==> config.mk <==
export PLATFORM = sky130hd
export DESIGN_NAME = banked_burst_memctrl
export DESIGN_NICKNAME = d
export VERILOG_FILES = /design/src/rtl/banked_burst_memctrl.sv
export SDC_FILE = /design/constraint.sdc
export NUM_CORES = 1
export LEC_CHECK = 0
export ABC_AREA = 1
export ABC_CLOCK_PERIOD_IN_PS = 1800
export CORE_MARGIN = 2
export CORE_UTILIZATION = 58
export DETAILED_ROUTE_END_ITERATION = 16
export DONT_BUFFER_PORTS = 1
export PLACE_DENSITY_LB_ADDON = 0.3
export SLEW_MARGIN = 5
export SYNTH_ARGS = -nofsm -noshare
export SYNTH_HDL_FRONTEND = slang
export SYNTH_SLANG_ARGS = --single-unit
==> constraint.sdc <==
create_clock -name CLK -period 1.8 [get_ports CLK]
set_input_delay 0.27 -clock CLK [delete_from_list [all_inputs] [get_ports CLK]]
set_output_delay 0.27 -clock CLK [all_outputs]
set_load 0.005 [all_outputs]
==> src/rtl/banked_burst_memctrl.sv <==
// Burst memory controller: one valid/ready request port in front of NBANK synchronous SRAM banks
// sharing address/data lines, with auto-incrementing bursts and a registered read-data return path.
`timescale 1ns/1ps
module banked_burst_memctrl #(
  parameter int DW        = 8,
  parameter int BANK_AW   = 9,
  parameter int NBANK     = 4,
  parameter int BURST_MAX = 4,
  localparam int NB = $clog2(NBANK),
  localparam int LW = $clog2(BURST_MAX),
  localparam int AW = BANK_AW + NB
) (
  input  logic                CLK,
  input  logic                RST,
  input  logic                REQ_VALID,
  output logic                REQ_READY,
  input  logic                REQ_WE,
  input  logic [AW-1:0]       REQ_ADDR,
  input  logic [LW-1:0]       REQ_LEN,
  input  logic                WD_VALID,
  output logic                WD_READY,
  input  logic [DW-1:0]       WD_DATA,
  output logic                RD_VALID,
  output logic [DW-1:0]       RD_DATA,
  output logic                RD_LAST,
  output logic [BANK_AW-1:0]  MEM_ADDR,
  output logic                MEM_CE,
  output logic                MEM_WEB,
  output logic [NBANK-1:0]    MEM_OEB,
  output logic [NBANK-1:0]    MEM_CSB,
  output logic [DW-1:0]       MEM_IDATA,
  input  logic [NBANK*DW-1:0] MEM_ODATA
);

  typedef enum logic [1:0] {IDLE, WR, RD} state_t;

  state_t           state_q, state_d;
  logic [AW-1:0]    addr_q, addr_d;
  logic [LW-1:0]    cnt_q, cnt_d;

  logic             cmd_valid, cmd_we, cmd_last;
  logic [AW-1:0]    cmd_addr;
  logic [NB-1:0]    cmd_bank;
  logic [NBANK-1:0] cmd_sel_n;

  logic             p1_valid, p1_last, p2_valid, p2_last;
  logic [NB-1:0]    p1_bank, p2_bank;
  logic [DW-1:0]    rd_mux;

  assign REQ_READY = (state_q == IDLE) && !RST;
  assign WD_READY  = (state_q == WR) && !RST;

  assign cmd_bank  = cmd_addr[AW-1:BANK_AW];
  assign cmd_sel_n = ~(NBANK'(1) << cmd_bank);

  // A read request issues its first beat straight from the request fields so that the
  // command register holds beat 0 in the cycle right after the accepting edge.
  always_comb begin
    // NOTE: every signal gets a default first so no path through the case leaves it unassigned, which would infer a latch.
    state_d   = state_q;
    addr_d    = addr_q;
    cnt_d     = cnt_q;
    cmd_valid = 1'b0;
    cmd_we    = 1'b0;
    cmd_last  = 1'b0;
    cmd_addr  = addr_q;
    unique case (state_q)
      IDLE: begin
        if (REQ_VALID && REQ_READY) begin
          if (REQ_WE) begin
            state_d = WR;
            addr_d  = REQ_ADDR;
            cnt_d   = REQ_LEN;
          end else begin
            cmd_valid = 1'b1;
            cmd_addr  = REQ_ADDR;
            cmd_last  = (REQ_LEN == '0);
            addr_d    = REQ_ADDR + AW'(1);
            cnt_d     = REQ_LEN - LW'(1);
            state_d   = (REQ_LEN == '0) ? IDLE : RD;
          end
        end
      end
      WR: begin
        if (WD_VALID && WD_READY) begin
          cmd_valid = 1'b1;
          cmd_we    = 1'b1;
          addr_d    = addr_q + AW'(1);
          cnt_d     = cnt_q - LW'(1);
          if (cnt_q == '0) state_d = IDLE;
        end
      end
      RD: begin
        cmd_valid = 1'b1;
        cmd_last  = (cnt_q == '0);
        addr_d    = addr_q + AW'(1);
        cnt_d     = cnt_q - LW'(1);
        if (cnt_q == '0) state_d = IDLE;
      end
      default: state_d = IDLE;
    endcase
  end

  always_ff @(posedge CLK) begin
    // NOTE: sequential state uses non-blocking assignments so every flop samples pre-edge values.
    if (RST) state_q <= IDLE;
    else     state_q <= state_d;
  end

  always_comb begin
    rd_mux = '0;
    for (int b = 0; b < NBANK; b++) begin
      if (p2_bank == NB'(b)) rd_mux = MEM_ODATA[b*DW +: DW];
    end
  end

  // p1 tracks the cycle the command is on the bus, p2 the cycle its bank drives MEM_ODATA.
  always_ff @(posedge CLK) begin
    // NOTE: the read pipeline is reset along with the strobes so an aborted burst returns nothing.
    if (RST) begin
      addr_q    <= '0;
      cnt_q     <= '0;
      MEM_ADDR  <= '0;
      MEM_CE    <= 1'b0;
      MEM_WEB   <= 1'b1;
      MEM_OEB   <= '1;
      MEM_CSB   <= '1;
      MEM_IDATA <= '0;
      p1_valid  <= 1'b0;
      p1_last   <= 1'b0;
      p1_bank   <= '0;
      p2_valid  <= 1'b0;
      p2_last   <= 1'b0;
      p2_bank   <= '0;
      RD_VALID  <= 1'b0;
      RD_DATA   <= '0;
      RD_LAST   <= 1'b0;
    end else begin
      addr_q   <= addr_d;
      cnt_q    <= cnt_d;
      MEM_CE   <= cmd_valid;
      MEM_WEB  <= !(cmd_valid && cmd_we);
      MEM_CSB  <= cmd_valid ? cmd_sel_n : '1;
      MEM_OEB  <= (cmd_valid && !cmd_we) ? cmd_sel_n : '1;
      if (cmd_valid)           MEM_ADDR  <= cmd_addr[BANK_AW-1:0];
      if (cmd_valid && cmd_we) MEM_IDATA <= WD_DATA;
      p1_valid <= cmd_valid && !cmd_we;
      p1_last  <= cmd_last;
      p1_bank  <= cmd_bank;
      p2_valid <= p1_valid;
      p2_last  <= p1_valid && p1_last;
      p2_bank  <= p1_bank;
      RD_VALID <= p2_valid;
      RD_LAST  <= p2_last;
      if (p2_valid) RD_DATA <= rd_mux;
    end
  end

endmodule

# Word-level counts from Yosys, hierarchy flattened
# Index checks and enable logic that the tools add are counted.
[classes]
n_mux = 29
shifts = 1
addsub = 4
bitwise_logic = 3
n_reduce_logical = 19
n_eq_ne = 7
[ops]
columns = ["op", "count"]
rows = [
  ["$mux W11", 6],
  ["$pmux W11 S3", 1],
  ["$mux W8", 4],
  ["$add A11 B1 Y11 const B", 2],
  ["$mux W2", 8],
  ["$pmux W2 S3", 2],
  ["$logic_not A2 Y1", 4],
  ["$logic_and A1 B1 Y1", 7],
  ["$eq A2 B2 Y1 const B", 3],
  ["$mux W1", 6],
  ["$eq A2 B1 Y1 const B", 2],
  ["$ne A2 B1 Y1 const B", 2],
  ["$not A4 Y4", 1],
  ["$reduce_or A2 Y1", 2],
  ["$shl A1 B2 Y4 const A", 1],
  ["$sub A2 B1 Y2 const B", 2],
  ["$logic_not A1 Y1", 3],
  ["$pmux W1 S3", 1],
  ["$reduce_and A3 Y1", 1],
  ["$reduce_bool A3 Y1", 1],
  ["$not A1 Y1", 2],
  ["$pmux W1 S2", 1],
  ["$reduce_and A2 Y1", 1],
]
[word_totals]
output_inout_bits = 39
register_bits = 60
word_cells = 81
input_bits = 58

# Depth between registers and ports, before layout
# Gate-level depths: netlist of run 1.
[logic_depth]
depth_word = 9
ltp_mapped = 12
mapped_depth_nobuf = 11

# Worst setup path after synthesis of run 1
# OpenSTA, ideal clock, no wires.
[synth_timing]
path_type = "reg2reg"
start = "register state_q[0]"
end = "register addr_q[0]"
stages_incl_launch_ff = 9
t_arrival_ns = 1.580
required_time_ns = 1.729
n_path_buf = 2
setup_time_ns = 0.071
setup_slack_ns = 0.149
path_cell_list = "dfxtp_1 > inv_1 > ha_1 > buf_2 > clkinv_1 > clkbuf_1 > o21ai_0 > nand2_1 > a21oi_1"
[synth_between]
elab_chain_len = 5
[synth_lines]
columns = ["element", "line_no", "text"]
rows = [
  ["from (decl)", "37", "state_t state_q, state_d;"],
  ["from (signal assigned)", "107", "else state_q <= state_d;"],
  ["$eq A2 B1 Y1 or $logic_not A2 Y1 (tied branches)", "51, 67, 50", ""],
  ["$logic_and A1 B1 Y1 (on tied branches)", "51, 50", ""],
  ["$logic_and A1 B1 Y1 (on tied branches)", "85, 69", ""],
  ["$ne A2 B1 Y1 (no source line)", "n/a", ""],
  ["$reduce_and A3 Y1 (no source line)", "n/a", ""],
  ["to (signal assigned)", "139", "addr_q <= addr_d;"],
  ["to (decl)", "38", "logic [AW-1:0] addr_q, addr_d;"],
]
# Parallel ways exist; a longest one is shown, timed or not.
# A chain may end at the register's enable or synchronous reset.

# Worst setup path after layout of run 1
[layout_timing]
start = "register state_q[1]"
end = "register MEM_OEB[2]"
[layout_between]
elab_chain_len = 9
[layout_lines]
columns = ["element", "line_no", "text"]
rows = [
  ["$eq A2 B1 Y1", "51, 67", ""],
  ["$logic_and A1 B1 Y1", "51", "assign WD_READY = (state_q == WR) && !RST;"],
  ["$logic_and A1 B1 Y1", "85", "if (WD_VALID && WD_READY) begin"],
  ["$mux W1", "85", ""],
  ["$mux W1", "67", "unique case (state_q)"],
  ["$logic_not A1 Y1", "144", "MEM_OEB <= (cmd_valid && !cmd_we) ? cmd_sel_n : '1;"],
  ["$logic_and A1 B1 Y1", "144", ""],
  ["$not A1 Y1 (no source line)", "n/a", ""],
  ["$reduce_or A2 Y1 (no source line)", "n/a", ""],
  ["to (signal assigned)", "144", ""],
  ["to (decl)", "29", "output logic [NBANK-1:0] MEM_OEB,"],
]
# Parallel ways exist; a longest one is shown, timed or not.

==> results by group, run 1 <==
Final layout
  • Area growth, synth to finish: 12.41%
  • Post-layout instance area: about 0.0035 mm²
  • Net count of the finished layout: between 500 and 600
  • Core utilization of the finished layout: about two thirds
  • Multi-input combinational cell area: 0.001643 mm²
  • Commonest non-fill, non-tap cell in the layout: sky130_fd_sc_hd__nand2_1
  • Number of inserted filler cells in the final layout: between 400 and 500
  • Non-Filler Instances: between 500 and 600
  • Fraction of layout cells with a size suffix above 1: 9.553%
  • Register Area: about 0.0012 mm²
  • Highest-count cells in the layout ignoring fill and taps: sky130_fd_sc_hd__nand2_1, sky130_fd_sc_hd__nor2_1, sky130_fd_sc_hd__dfxtp_1
  • Number of antenna diodes: 0

STA
  • Fmax achieved: 603.2 MHz
  • Part of the cycle the worst path needs: ~90%
  • Final hold slack: ~0.013 ns
  • Worst slew margin: roughly 61%
  • Final setup violation count: 0
  • Post-layout min period: between 1.5 and 2 ns
  • Measured slew at the worst slew-check pin: between 0.5 and 0.6 ns
  • Worst clock skew: approximately 0.0077 ns
  • Number of slew-limit violations in the final report: 0
  • Final hold violation count: 0

Placed design
  • Routability cong.: 0.8849
  • # placed instances: 542
  • Area post-placement: around 0.0032 mm²
  • Number of input and output port buffers inserted: 0
  • Post-detail-place hpwl: between 5000 and 6000 µm

Power and ir drop
  • Clock share of power: about a quarter
  • Leakage power total: approximately 1.6 nW
  • Cell Pwr Density: 1583 mW/mm²
  • Switching Share: 39.74%
  • Sw power: 2.203 mW
  • Highest ir drop seen on vdd: approximately 0.95 mV
  • Combinational fraction of design power: ~41%
  • Int Pwr: 3.341 mW
  • Share of power burned in registers: between 30% and 40%

Logic synthesis
  • Post-synthesis share of cell area spent on xor and xnor gates: less than 1%
  • Sequential area share after synthesis: roughly two fifths
  • Synthesized instance count: between 400 and 500
  • Area fraction in compound gates after synthesis: between 10% and 20%
  • Post-synthesis average cell area: around 6.6 µm²
  • Synthesis warning total: 0
  • Yosys top cell area share: 38.57%
  • Simple logic cell fraction of the synthesized area: about 34%
  • Synth area leader: sky130_fd_sc_hd__dfxtp_1
  • Multiplexer fraction of the synthesized cell area: 0%
  • Netlist area before placement: between 0.003 and 0.004 mm²
  • Post-Synthesis Net Count: ~540
  • Cell types with the largest area share after synthesis: sky130_fd_sc_hd__dfxtp_1, sky130_fd_sc_hd__nand2_1, sky130_fd_sc_hd__nor2_1, sky130_fd_sc_hd__o21ai_0, sky130_fd_sc_hd__inv_1
  • Main combinational cell family by area after synthesis: simple AND/OR/NAND/NOR gates
  • Area share of fa/ha/maj cells after synthesis: around 3.6%
  • Number of distinct library cells after synthesis: 31
  • Number of synthesized register bits: 60

Routing
  • Via/cell ratio: ~5.4
  • Avg WL per Cell: ~14 µm
  • Vias post-DR: between 3,000 and 4,000
  • Number of remaining DRC errors: 0
  • Violation count after the first detailed-routing iteration: approximately 180
  • Number of nets with antenna violations after detailed routing: 0
  • Initial DRT Pass Iterations: 6
  • Routed WL: approximately 7700 µm

Clock network
  • TritonCTS Buffers: 9
  • Clock transition at the registers of the reported paths: 0.07 ns
  • H-tree Lvls: 3
  • # clock sinks: 60
  • Clock Tree Buf Depth: 2
  • Clock latency on the worst-skew pair: between 0.3 and 0.4 ns
  • TritonCTS clock tree: yes
  • Root cell of the clock tree: sky130_fd_sc_hd__clkbuf_8

Worst hold path
  • Hold Path Class: in -> reg
  • Cell depth of the worst min-delay path: 1
  • Source of the worst hold timing path: RST
  • Worst hold endpoint: RD_VALID

Die
  • Die Y-Extent: around 77 µm
  • Effective utilization at floorplan: 60.59%
  • Chip width: between 70 and 80 µm
  • Number of cell rows: 26
  • I/O pin count: 97
  • Die area: around 0.0060 mm²
  • Placeable Area: 0.005140 mm²

Worst setup path
  • Endpoint arrival time on the critical path: ~1.9 ns
  • Worst setup startpoint: state_q[1]
  • Critical Path Sink Type: flop
  • Setup slack of the most critical reg-to-reg path: 0.14 ns
  • Startpoint types: flop
  • Terminus of the critical flop-to-flop path: MEM_OEB[2]
  • Number of cell instances on the worst register-to-register path: 11
  • Endpoint required time on the critical path: 2.01 ns
  • Startpoint of the lowest-slack register-to-register path: state_q[1]
  • Worst Path Max Fanout: 9
  • Critical path type: reg -> reg

Global routing
  • Overall overflow remaining after global route: 0
  • Number of global-route vias before repair: between 2,000 and 3,000
  • Antenna violations before repair: 0
  • Wire length of the first global-routing pass: about 13,000 µm
  • Global-route usage over all layers: between 20% and 30%
  • Maximum number of pins on one net before global-route repair: 33

Status
  • Run status: finished, final reports clean

Job
  • Count of max-cap constraint violations: 0
metrics by stage:
step / setup slack (ns) / TNS (ns) / total power, mW
final: 0.1423 / 0 / 5.543
after global routing: -0.0006362 / -0.0006362 / 5.950
after CTS: 0.003333 / 0 / 5.453
after detailed placement: -0.007687 / -0.007687 / 4.090
after global placement: 0.1072 / 0 / 4.031
after floorplan: 0.1487 / 0 / 3.453
synth_stat cells (all sizes together):
cell type and count:
nor2 85, a21oi 27, ha 9, nand4 3, nand3b 2, buf 8, clkbuf 6, a31oi 5
xor2 2, o211ai 2, nand3 32, nor3 4, a22oi 1, inv 56, dfxtp 60, nand2 124
o21ai 48, clkinv 1
registers in the layout (all words and copies together), names as in the netlist:
register and flops:
MEM_OEB 4, p2_last 1, MEM_IDATA 8, cnt_q 2, p1_bank 2, state_q 2
MEM_ADDR 9, RD_DATA 8, MEM_WEB 1, RD_VALID 1, p2_valid 1, RD_LAST 1
MEM_CE 1, p1_last 1, p2_bank 2, addr_q 11, MEM_CSB 4, p1_valid 1
worst max-delay path: stages, from the launching register on:
cell and delay (ns):
sky130_fd_sc_hd__dfxtp_1 0.35, sky130_fd_sc_hd__inv_2 0.10, sky130_fd_sc_hd__ha_4 0.15, sky130_fd_sc_hd__inv_2 0.05, sky130_fd_sc_hd__nor2_4 0.11, sky130_fd_sc_hd__nand3_4 0.15, sky130_fd_sc_hd__inv_8 0.12, sky130_fd_sc_hd__nor2_1 0.05
sky130_fd_sc_hd__a21oi_2 0.17, sky130_fd_sc_hd__inv_1 0.08, sky130_fd_sc_hd__nor2_1 0.12, sky130_fd_sc_hd__nand2_1 0.07
layer usage:
metal / part of all wire [%] / vias up / track usage, %
met5: 0 / - / 0
met4: 2.0 / 0 / 12.14
met3: 9.1 / 19 / 7.529
met2: 48 / 137 / 45.22
met1: 41 / 1335 / 30.35
li1: - / 1531 / -
cell families after synthesis:
group | count (synthesis)
and+or+nand+nor | 250
AOI/OAI and AO/OA | 83
buffers and inverters | 71
DFF | 60
adders and majority gates | 9
xor gates and xnor gates | 2
worst max-delay path by stage:
| stage | to | slack, ns | depth (start not counted) |
|---|---|---|---|
| 2_1_floorplan | addr_q[0] | 0.15 | 8 |
| 3_3_place_gp | MEM_OEB[1] | 0.11 | 11 |
| 3_5_place_dp | MEM_OEB[2] | -0.008 | 9 |
| 4_1_cts | MEM_OEB[2] | 0.003 | 9 |
| 5_1_grt | MEM_OEB[2] | -0.0006 | 11 |
| 6_report | MEM_OEB[2] | 0.14 | 11 |
area by class of cell:
type,count,area share (%)
clock buffers,12,4.146
inverters,57,6.326
clock inverters,4,2.073
multi-input cells,344,46.93
flip-flops and latches,60,34.31
repair buffers,15,3.717
well taps,70,2.502
power by group through the flow:
stage / Combinational, mW / Clock (mW) / Sequential [mW]
floorplan: 1.59 / 0 / 1.86
global placement: 2.09 / 0 / 1.95
detailed placement: 2.14 / 0 / 1.95
CTS: 2.17 / 1.35 / 1.93
global route: 2.57 / 1.40 / 1.98
finish: 2.27 / 1.34 / 1.94
timing repair:
item | in CTS | in global routing
hold buffers | 1 | 1
hold endpoints to repair | 13 | 1
setup endpoints to repair | 7 | 33
pin swaps | 1 | 2
gates resized for setup | 3 | 5
buffers inserted | 0 | 2
(Power assumes the default switching activity.)
==> inputs of run 2 (changes only) <==
- TNS_END_PERCENT: unset -> 1
==> results of run 2 <==
No change in the layout: final DEF, timing and power equal those of run 1.
==> inputs of run 3 (changes only) <==
- CORE_UTILIZATION: 58 -> 63
==> run 3 against run 2 <==
Effect of this change:
- via count decreased by 1.8%
- maximum frequency is 3.8% lower
- sequential power about the same
- critical path depth fell by 4
- global-route usage is 1.5 points higher
- non-clock buffer count fell by 1
- critical path type unchanged
==> results by group, run 3 (same netlist as run 1, synthesis figures left out) <==
Final layout
  • Biggest register: addr_q
  • Highest-count cells in the layout ignoring fill and taps: sky130_fd_sc_hd__nand2_1, sky130_fd_sc_hd__nor2_1, sky130_fd_sc_hd__dfxtp_1
  • Number of antenna diodes: 0
  • Registers with the most flip-flops: addr_q: 11 flops, MEM_ADDR: 9 flops
  • Core utilization of the finished layout: about 73%
  • Fraction of layout cells with a size suffix above 1: about a tenth
  • Post-layout instance area: ~0.0035 mm²
  • Commonest non-fill, non-tap cell in the layout: sky130_fd_sc_hd__nand2_1
  • Non-Filler Instances: between 500 and 600
  • Area growth, synth to finish: 11.45%
  • Net count of the finished layout: between 500 and 600
  • Flip-flop count of the largest register after layout: 11

Power and ir drop
  • Leakage power total: 1.577 nW
  • Highest ir drop seen on vdd: roughly 1.1 mV
  • Power consumption: 5.404 mW
  • Cell Pwr Density: between 1500 and 2000 mW/mm²

Placed design
  • Post-Place Setup Slack: around 0.0063 ns
  • Routability cong.: 0.9091
  • Post-detail-place hpwl: roughly 5500 µm
  • # placed instances: 540
  • Number of input and output port buffers inserted: 0
  • Area post-placement: 0.003228 mm²

STA
  • Final hold slack: 0.02639 ns
  • Final setup TNS: 0 ns
  • Part of the cycle the worst path needs: 95.75%
  • Worst slew margin: 56.37%
  • Worst clock skew: between 0.01 and 0.015 ns
  • Crit path setup slack, layout: ~0.076 ns
  • Number of slew-limit violations in the final report: 0
  • Setup repair after global routing missed its margin: yes
  • Measured slew at the worst slew-check pin: roughly 0.65 ns
  • Final setup violation count: 0
  • Final hold violation count: 0
  • Post-layout min period: roughly 1.7 ns
  • Fmax achieved: about 580 MHz

Clock network
  • H-tree Lvls: 3
  • TritonCTS Buffers: 9
  • Clock latency on the worst-skew pair: ~0.35 ns
  • # clock sinks: 60
  • Clock Tree Buf Depth: 2
  • Root cell of the clock tree: sky130_fd_sc_hd__clkbuf_8
  • Clock transition at the registers of the reported paths: 0.07 ns
  • TritonCTS clock tree: yes
  • Postcts setup bufs: 0

Worst setup path
  • Startpoint types: flop
  • Endpoint arrival time on the critical path: around 2.0 ns
  • Worst Path Max Fanout: 8
  • Critical Path Sink Type: flop
  • Critical path type: reg -> reg
  • Endpoint required time on the critical path: 2.05 ns

Routing
  • Vias post-DR: 2,969
  • Violation count after the first detailed-routing iteration: ~160
  • Number of remaining DRC errors: 0
  • Number of nets with antenna violations after detailed routing: 0
  • Routed WL: between 7000 and 8000 µm
  • Avg WL per Cell: roughly 13 µm
  • Initial DRT Pass Iterations: 6
  • Via/cell ratio: 5.321

Global routing
  • Antenna violations before repair: 0
  • Global-route usage over all layers: between 20% and 30%
  • Number of global-route vias before repair: roughly 2,600
  • Maximum number of pins on one net before global-route repair: 28
  • Wire length of the first global-routing pass: between 10,000 and 15,000 µm
  • Overall overflow remaining after global route: 0

Die
  • Die area: between 0.005 and 0.006 mm²
  • Effective utilization at floorplan: 65.50%
  • I/O pin count: 97
  • Chip width: roughly 74 µm
  • Die Y-Extent: roughly 74 µm
  • Number of cell rows: 25
  • Placeable Area: 0.004755 mm²

Status
  • Run status: finished, final reports clean

Job
  • Count of max-cap constraint violations: 0

Worst hold path
  • Hold Path Class: in -> reg
-- run 3: cell count changes in the layout (fill, tap and decap cells not counted), sizes merged --
cell	delta
clkbuf	-3
clkinvlp	+3
inv	+1
buf	-1
bufinv	-1
-- run 3: power breakdown --
| part | total [mW] | internal, mW | switching, mW |
|---|---|---|---|
| clock | 1.21 | 0.642 | 0.572 |
| combinational | 2.26 | 0.885 | 1.37 |
| sequential | 1.93 | 1.64 | 0.292 |
-- run 3: cell type report --
cell class,count,area [µm²]
tap,67,83.83
sequential,60,1201
clock inverter,7,75.07
timing repair buffer,14,122.6
fill,415,1284
multi-input combinational,344,1639
clock buffer,9,123.9
inverter,57,225.2
-- run 3: worst paths after layout --
path,startpoint,cells past startpoint,end,slack (ns)
worst max-delay path,state_q[1],7,addr_q[1],0.08
worst min-delay path,RST,1,p1_valid,0.03
worst max register to register,state_q[1],7,addr_q[1],0.08
worst min register to register,p1_bank[1],2,p2_bank[1],0.40
-- run 3: layer usage --
| metal | track usage [%] | share of wire [%] |
|---|---|---|
| met5 | 0 | 0 |
| met4 | 9.325 | 2.2 |
| met3 | 9.892 | 7.5 |
| met2 | 47.42 | 48 |
| met1 | 32.86 | 42 |
-- run 3: worst max-delay path, cell delays in order (launching register included) --
cell and delay, ns:
sky130_fd_sc_hd__dfxtp_1 0.41, sky130_fd_sc_hd__inv_2 0.07, sky130_fd_sc_hd__ha_2 0.36, sky130_fd_sc_hd__clkinvlp_4 0.16, sky130_fd_sc_hd__buf_4 0.19, sky130_fd_sc_hd__a31oi_1 0.14, sky130_fd_sc_hd__o21ai_0 0.11, sky130_fd_sc_hd__a21oi_1 0.18
-- run 3: repair_timing --
action                                  in CTS  in global routing
hold endpoints to repair                    16                  1
endpoints found under the setup margin       3                 23
pin swaps                                    0                  3
gates resized for setup                      1                 10
hold buffers                                 1                  1
